File: config.mk
export PLATFORM = sky130hd
export DESIGN_NAME = mbscore_pic
export DESIGN_NICKNAME = d
export VERILOG_FILES = /design/src/rtl/mbscore_pic.sv
export SDC_FILE = /design/constraint.sdc
export NUM_CORES = 1
export LEC_CHECK = 0
export ABC_CLOCK_PERIOD_IN_PS = 2400
export BUFFER_PORTS_ARGS = -buffer_cell sky130_fd_sc_hd__buf_4
export CELL_PAD_IN_SITES_DETAIL_PLACEMENT = 1
export CELL_PAD_IN_SITES_GLOBAL_PLACEMENT = 1
export CORE_MARGIN = 3
export CORE_UTILIZATION = 28
export CTS_CLUSTER_DIAMETER = 120
export DETAILED_ROUTE_END_ITERATION = 7
export PLACE_DENSITY = 0.76
export SLEW_MARGIN = 20
export SYNTH_ARGS = -nofsm -noshare
export SYNTH_HDL_FRONTEND = slang
export SYNTH_SLANG_ARGS = --single-unit
File: constraint.sdc
create_clock -name clk -period 2.4 [get_ports clk]
set_input_delay 0.48 -clock clk [delete_from_list [all_inputs] [get_ports clk]]
set_output_delay 0.48 -clock clk [all_outputs]
set_load 0.02 [all_outputs]
File: src/rtl/mbscore_pic.sv
// Programmable interrupt controller: edge-captured requests, per-source enables,
// fixed lowest-index priority, and a claim/EOI handshake over the CPU bus.
module mbscore_pic #(
    parameter int                    N_SRC      = 8,
    parameter int                    ADDR_WIDTH = 32,
    parameter int                    DATA_WIDTH = 32,
    parameter logic [ADDR_WIDTH-1:0] BASE_ADDR  = 32'h0000_FF00
) (
    input  logic                  clk,
    input  logic                  rst,
    input  logic [N_SRC-1:0]      irq_src,
    input  logic                  cpu_int_dis,
    input  logic [ADDR_WIDTH-1:0] bus_addr,
    input  logic [DATA_WIDTH-1:0] bus_wdata,
    input  logic                  bus_re,
    input  logic                  bus_we,
    output logic [DATA_WIDTH-1:0] bus_rdata,
    output logic                  bus_oe,
    output logic                  int_vec
);

    typedef enum logic [1:0] {
        ST_IDLE    = 2'd0,
        ST_REQ     = 2'd1,
        ST_CLAIMED = 2'd2
    } state_t;

    state_t           state_reg, state_next;
    logic [N_SRC-1:0] irq_prev_reg, pending_reg, pending_next, enable_reg, enable_next;
    logic [N_SRC-1:0] active, rise, w1c_mask, claim_mask;
    logic [4:0]       insvc_id_reg, insvc_id_next, winner;
    logic             int_vec_reg, int_vec_next, re_prev_reg;
    logic             hit, wr_hit, claim_fire, eoi;
    logic [1:0]       sel;

    assign hit    = (bus_addr[ADDR_WIDTH-1:4] == BASE_ADDR[ADDR_WIDTH-1:4]);
    assign sel    = bus_addr[3:2];
    assign wr_hit = bus_we & hit;
    assign active = pending_reg & enable_reg;

    always_comb begin
        winner = '0;
        for (int i = N_SRC - 1; i >= 0; i--) begin
            if (active[i]) winner = 5'(i);
        end
    end

    // A held read strobe claims only once: the side effect needs a fresh bus_re.
    assign claim_fire = bus_re & ~bus_we & ~re_prev_reg & hit & (sel == 2'd2)
                      & (state_reg == ST_REQ) & (active != '0);
    assign eoi        = wr_hit & (sel == 2'd2) & (state_reg == ST_CLAIMED);
    assign w1c_mask   = (wr_hit && sel == 2'd0) ? bus_wdata[N_SRC-1:0] : '0;

    generate
        for (genvar gi = 0; gi < N_SRC; gi++) begin : g_src
            assign rise[gi]       = irq_src[gi] & ~irq_prev_reg[gi];
            assign claim_mask[gi] = claim_fire && (winner == 5'(gi));
        end
    endgenerate

    // New edges win over any clear arriving in the same cycle.
    assign pending_next  = (pending_reg & ~w1c_mask & ~claim_mask) | rise;
    assign enable_next   = (wr_hit && sel == 2'd1) ? bus_wdata[N_SRC-1:0] : enable_reg;
    assign insvc_id_next = claim_fire ? winner : insvc_id_reg;

    always_ff @(posedge clk or posedge rst) begin
        if (rst) begin
            state_reg    <= ST_IDLE;
            irq_prev_reg <= '0;
            pending_reg  <= '0;
            enable_reg   <= '0;
            insvc_id_reg <= '0;
            int_vec_reg  <= 1'b0;
            re_prev_reg  <= 1'b0;
        end else begin
            state_reg    <= state_next;
            irq_prev_reg <= irq_src;
            pending_reg  <= pending_next;
            enable_reg   <= enable_next;
            insvc_id_reg <= insvc_id_next;
            int_vec_reg  <= int_vec_next;
            re_prev_reg  <= bus_re;
        end
    end

    always_comb begin
        state_next = state_reg;
        case (state_reg)
            ST_IDLE:    if (active != '0 && !cpu_int_dis) state_next = ST_REQ;
            ST_REQ:     if (claim_fire) state_next = ST_CLAIMED;
                        else if (active == '0) state_next = ST_IDLE;
            ST_CLAIMED: if (eoi) state_next = ST_IDLE;
            default:    state_next = ST_IDLE;
        endcase
    end

    // The pulse marks only the IDLE->REQ entry, so it lasts exactly one cycle.
    always_comb begin
        int_vec_next = (state_reg == ST_IDLE) && (state_next == ST_REQ);
    end

    assign int_vec = int_vec_reg;

    always_comb begin
        bus_rdata = '0;
        if (bus_re && hit) begin
            case (sel)
                2'd0: bus_rdata = DATA_WIDTH'(pending_reg);
                2'd1: bus_rdata = DATA_WIDTH'(enable_reg);
                2'd2: if (state_reg == ST_REQ && active != '0)
                          bus_rdata = DATA_WIDTH'({1'b1, 26'b0, winner});
                default: bus_rdata = DATA_WIDTH'({22'b0, state_reg, 3'b0, insvc_id_reg});
            endcase
        end
    end

    assign bus_oe = bus_re & hit & ~bus_we;

    logic unused_bits;
    assign unused_bits = &{1'b0, bus_addr[1:0], bus_wdata[DATA_WIDTH-1:N_SRC]};

endmodule
* After elaboration in Yosys (flattened, before gate mapping) *
Index checks and enable logic that the tools add are counted.

word-level totals
  register bits = 33
  bits in latches = 0
  RAM bits = 0
  memory bits (read-only) = 0
  input bits = 77
  output and inout bits = 34
  word-level logic and storage cells = 92
  memories = 0

operators by class
  add/sub/neg operators = 0
  $mul = 0
  divide/modulo/power cells = 0
  order comparisons = 0
  equal/unequal tests = 13
  shifts and indexed selects = 0
  muxes and demuxes = 17
  bitwise gates (word level) = 35
  reductions and logical operators = 20

operators with widths
  cell                  count
  $pmux 32 s3           1
  $mux 32               2
  $mux 5                6
  $eq 28x12->1 const B  1
  $and 8x8->8           3
  $eq 5x3->1 const B    4
  $and 1x1->1           19
  $not 8->8             2
  $logic_and 1x1->1     14
  $eq 5x2->1 const B    2
  $not 1->1             10
  $logic_not 8->1       1
  $mux 2                4
  $mux 8                1
  $or 8x8->8            1
  $reduce_bool 8->1     1
  $eq 2x1->1 const B    3
  $mux 3                2
  $pmux 2 s3            1
  $eq 5x1->1 const B    1
  $logic_not 5->1       1
  $eq 2x2->1 const B    2
  $logic_not 2->1       2
  $logic_not 1->1       1

* Logic depth before layout (Yosys ltp) *
  word-level depth = 14
  depth in mapped cells = 6
  gate-level depth less buffers = 5

* Least setup slack after synthesis *
No wires, ideal clock.

  path type = input to output
  start point = input port bus_addr[17]
  end point = output port bus_rdata[2]
  arrival time = 2.430 ns
  data required time = 1.920 ns
  setup slack = -0.510 ns
  stages on the path = 6
  path buffers = 1
  cell sequence = or4b_1 nor4_4 and3_1 nand2_1 clkbuf_1 a211oi_1

between the ends
  longest elaborated chain between the ends = 3

RTL lines
  element            RTL line  text
  start, declared    13        input logic [ADDR_WIDTH-1:0] bus_addr,
  $eq 28x12->1       36        assign hit = (bus_addr[ADDR_WIDTH-1:4] == BASE_ADDR[ADDR_WIDTH-1:4]);
  $logic_and 1x1->1  106       if (bus_re && hit) begin
  $mux 32            106
  end, declared      17        output logic [DATA_WIDTH-1:0] bus_rdata,

Every way passes these cells.

* Worst setup path after layout *
  start point = input port bus_addr[7]
  end point = output port bus_rdata[3]

The elaborated chain is that of the path after synthesis.

==> summary by stage <==
Worst hold path
The class of the tightest hold or removal check is input pin to asynchronous set/reset pin.

CTS
The clock tree synthesis step divided the H-tree into 2 levels. The CTS tree is yes. At the later pin of the worst-skew pair, clock insertion delay measures 290 ps.

The TritonCTS buffer count is 5. The tree is rooted in a clkbuf_8. The number of clock sinks is 31.

The clock passes through at most 2 buffers. For this design, the CTS-stage hold fixing added 0 buffers. Clock-pin slew was measured on the worst setup and hold paths at 70 ps.

Final layout
The area growth from synthesis to layout is 57.36%. The post-layout instance count excluding filler cells is 363. In the final layout, the share of cells above drive strength 1 is a little under half. The final net count is 362. The final antenna diode count is 0.

Yosys
Yosys mapped a number of flops with a built-in enable equal to 0. The simple logic cell fraction of the synthesized area is 20.44%. After synthesis, the cell types taking the most area are dfrtp_1 42%, buf_4 8.5%, mux2_2 5.4%. The post-synthesis cell area is 1861 um2. The mux cell area share after synthesis is 8.675%. Ranked by instance count, the synthesized netlist is headed by 31 x dfrtp_1, 21 x buf_4, 16 x inv_1.

The synthesized netlist devotes 0% of its cell area to adder and majority cells. Summing the sequential cell areas from Yosys gives 41.69% of the chip area. The post-synthesis register bit count is 31. The largest family of logic cells by synthesized area is simple AND/OR/NAND/NOR gates. Summing the areas of all xor and xnor instances in the mapped netlist gives 0% of the synthesized area.

Dividing the synthesized area by the synthesized cell count gives 9.590 um2. The area fraction in compound gates after synthesis is between 10% and 20%. The share of Yosys cell area claimed by the top area cell type is 41.69%. The total of warnings raised by yosys is 0. Summed over all instances, the cell type with the most area after synthesis is dfrtp_1. The number of different library cells in the post-synthesis netlist is 45. The proportion of register bits with asynchronous set or reset after synthesis is 100.0%. The dominant cell by count in the synthesized netlist is dfrtp_1. The most used flip-flop cell after synthesis is dfrtp_1. Synthesis produced 194 cells.

Global routing
The number of antenna violations at the first check in global routing is 0. Across every metal layer, demand over resource in global routing totals between 10% and 20%. Entering global routing, the biggest net connects 32 pins. The wire length of the first global-routing pass is 9956 um. The remaining global-route overflow is 0. The via count of the first global-routing pass came to 1926.

Run
Across the run, the number of max-cap violations was 0.

Status
The checks that failed: negative setup slack. The flow ran to the end, but the final reports show violations.

Die
The total area inside the core boundary comes to around 6400 um2. The die span in x is 87.52 um. The number of top-level pins is 111. From bottom edge to top edge, the die measures 87.52 um. The initial utilization of the core area, before any placement, comes to 29.13%. The number of placement rows is 29. The floorplan die area is 7659 um2.

Routing
After detailed routing, the number of remaining DRC violations is 0. In this run, the number of DRC markers left after iteration 0 of detailed routing was 88. The average wire per standard cell is 17.48 um.

The via-per-instance ratio is 5.058. The sum of routed wire length over all layers is 6346 um. The count of nets left with antenna violations once routing finished came out at 0. The first detailed-routing pass ran for 4 iterations.

Summing over every cut layer, the via total after detailed routing is 1836.

Setup path
The critical path is of the input pin to output port type. In this run the critical register-to-register path is launched from state_reg[1]. Setup slack on the worst reg-to-reg path comes out at 210 ps. The path depth of the worst reg2reg path is 6. Data on the critical path is required at its endpoint by 1920 ps. The endpoint of the lowest-slack register-to-register path is pending_reg[5].

Along the worst path, the maximum fanout reaches 5. STA classifies the critical path startpoint as an input pin. At the worst endpoint, the arrival time is 2210 ps.

STA classifies the critical path endpoint as an output port.

Timing
The final count of hold timing violations is 0. The max-slew violation count is 0. The count of endpoints failing setup in the final report is 12. For the pin with the worst max-slew slack, the measured transition is ~600 ps. The post-route worst hold slack is 270.1 ps. The clock period minus final worst setup slack is roughly 2700 ps. In the post-route analysis, the smallest setup slack over all paths is -286.6 ps. The worst pin sits at a relative slew slack of 59.74%. The fraction of the cycle the final worst path needs is 111.9%. On the final layout, the worst clock skew is approximately 14 ps. The highest attainable clock frequency is about 0.37 GHz. Setup repair after global routing could not meet its margin everywhere.

Power and ir drop
The maximum resistive drop on vdd is 0.2966 mV. The leakage component of the power is around 1.4 nW. The power density over the cells is approximately 390 nW/um2.

Placed design
The post-DP HPWL is ~4700 um. In this run the tool buffered the top-level ports with 63 buffer cells. Timing analysis after detailed placement gives a worst setup slack of -348.5 ps. At the end of routability-driven placement, the weighted congestion stood at 0.8251. After detailed placement, the design holds a cell count of 350.
[per-stage QoR]
stage / TNS (ps) / area (um2) / util, % / total power, mW
2_1_floorplan: -1165 / 2090 / - / 0.6371
3_3_place_gp: -3737 / 2634 / 41.24 / 0.6922
3_5_place_dp: -4869 / 2634 / 41.24 / 0.6970
4_1_cts: -3027 / 2872 / 44.96 / 1.154
5_1_grt: -3538 / 2928 / 45.85 / 1.202
6_report: -2943 / 2928 / 45.85 / 1.144
[area by class of cell]
class | count | area, um2
Tap cell | 77 | 96.34
Multi-Input combinational cell | 143 | 1137
Inverter | 16 | 60.06
Timing Repair Buffer | 88 | 758.2
Fill cell | 715 | 3458
Sequential cell | 31 | 775.7
Clock buffer | 8 | 100.1
[critical path: stages]
cell	delay, ps
buf_6	90
or4b_4	540
nor4_4	290
and3_4	290
nand2_8	90
buf_6	150
nor3_4	130
buf_6	150
[cells in the final DEF, fill, tap and decap left out, types with 4 or more instances in the layout]
cell type | netlist | layout
inv_1 | 16 | 16
a21oi_1 | 5 | 5
buf_6 | 0 | 16
o21ai_0 | 10 | 10
nor3_4 | 1 | 10
o22ai_1 | 4 | 4
conb_1 | 1 | 21
clkbuf_8 | 0 | 7
buf_4 | 21 | 69
dfrtp_1 | 31 | 31
mux2_2 | 9 | 6
mux2i_1 | 6 | 6
nand2_1 | 14 | 13
nor2_1 | 8 | 7
a22o_1 | 5 | 5
[where the power goes]
part	internal [mW]	leakage, nW	switching [mW]
logic	0.0701	0.950	0.0898
registers	0.530	0.371	0.00220
clock network	0.261	0.0515	0.191
[worst max path at each step]
| stage | start | to | slack, ps | depth (start not counted) |
|---|---|---|---|---|
| 2_1_floorplan | bus_addr[5] | bus_rdata[2] | -180 | 6 |
| 3_3_place_gp | bus_addr[5] | bus_rdata[3] | -310 | 8 |
| 3_5_place_dp | bus_addr[5] | bus_rdata[3] | -350 | 8 |
| 4_1_cts | bus_addr[17] | bus_rdata[4] | -300 | 8 |
| 5_1_grt | bus_addr[7] | bus_oe | -320 | 9 |
| 6_report | bus_addr[7] | bus_rdata[3] | -290 | 8 |
[kinds of logic (layout without fill, tap and decap cells)]
| logic type | Yosys count | count (layout) |
|---|---|---|
| buffers and inverters | 41 | 112 |
| other | 1 | 21 |
| multiplexers | 15 | 15 |
| AO/OA/AOI/OAI | 44 | 44 |
| flip-flops | 31 | 31 |
| AND/OR/NAND/NOR | 62 | 63 |
[timing repair]
item                                    in CTS  in global routing
gates resized for setup                     18                 10
cloned                                       1                  0
endpoints found under the setup margin      12                 21
buffers inserted                             3                  2
pin swaps                                    9                  7
[routing by layer]
metal | wire [um] | track usage, % | part of all wire (%)
met4 | 88 | 5.439 | 1.4
met3 | 332 | 4.352 | 5.2
met2 | 3474 | 29.79 | 55
met1 | 2451 | 20.12 | 39
met5 | 0 | 0 | 0
(Power assumes the default switching activity.)
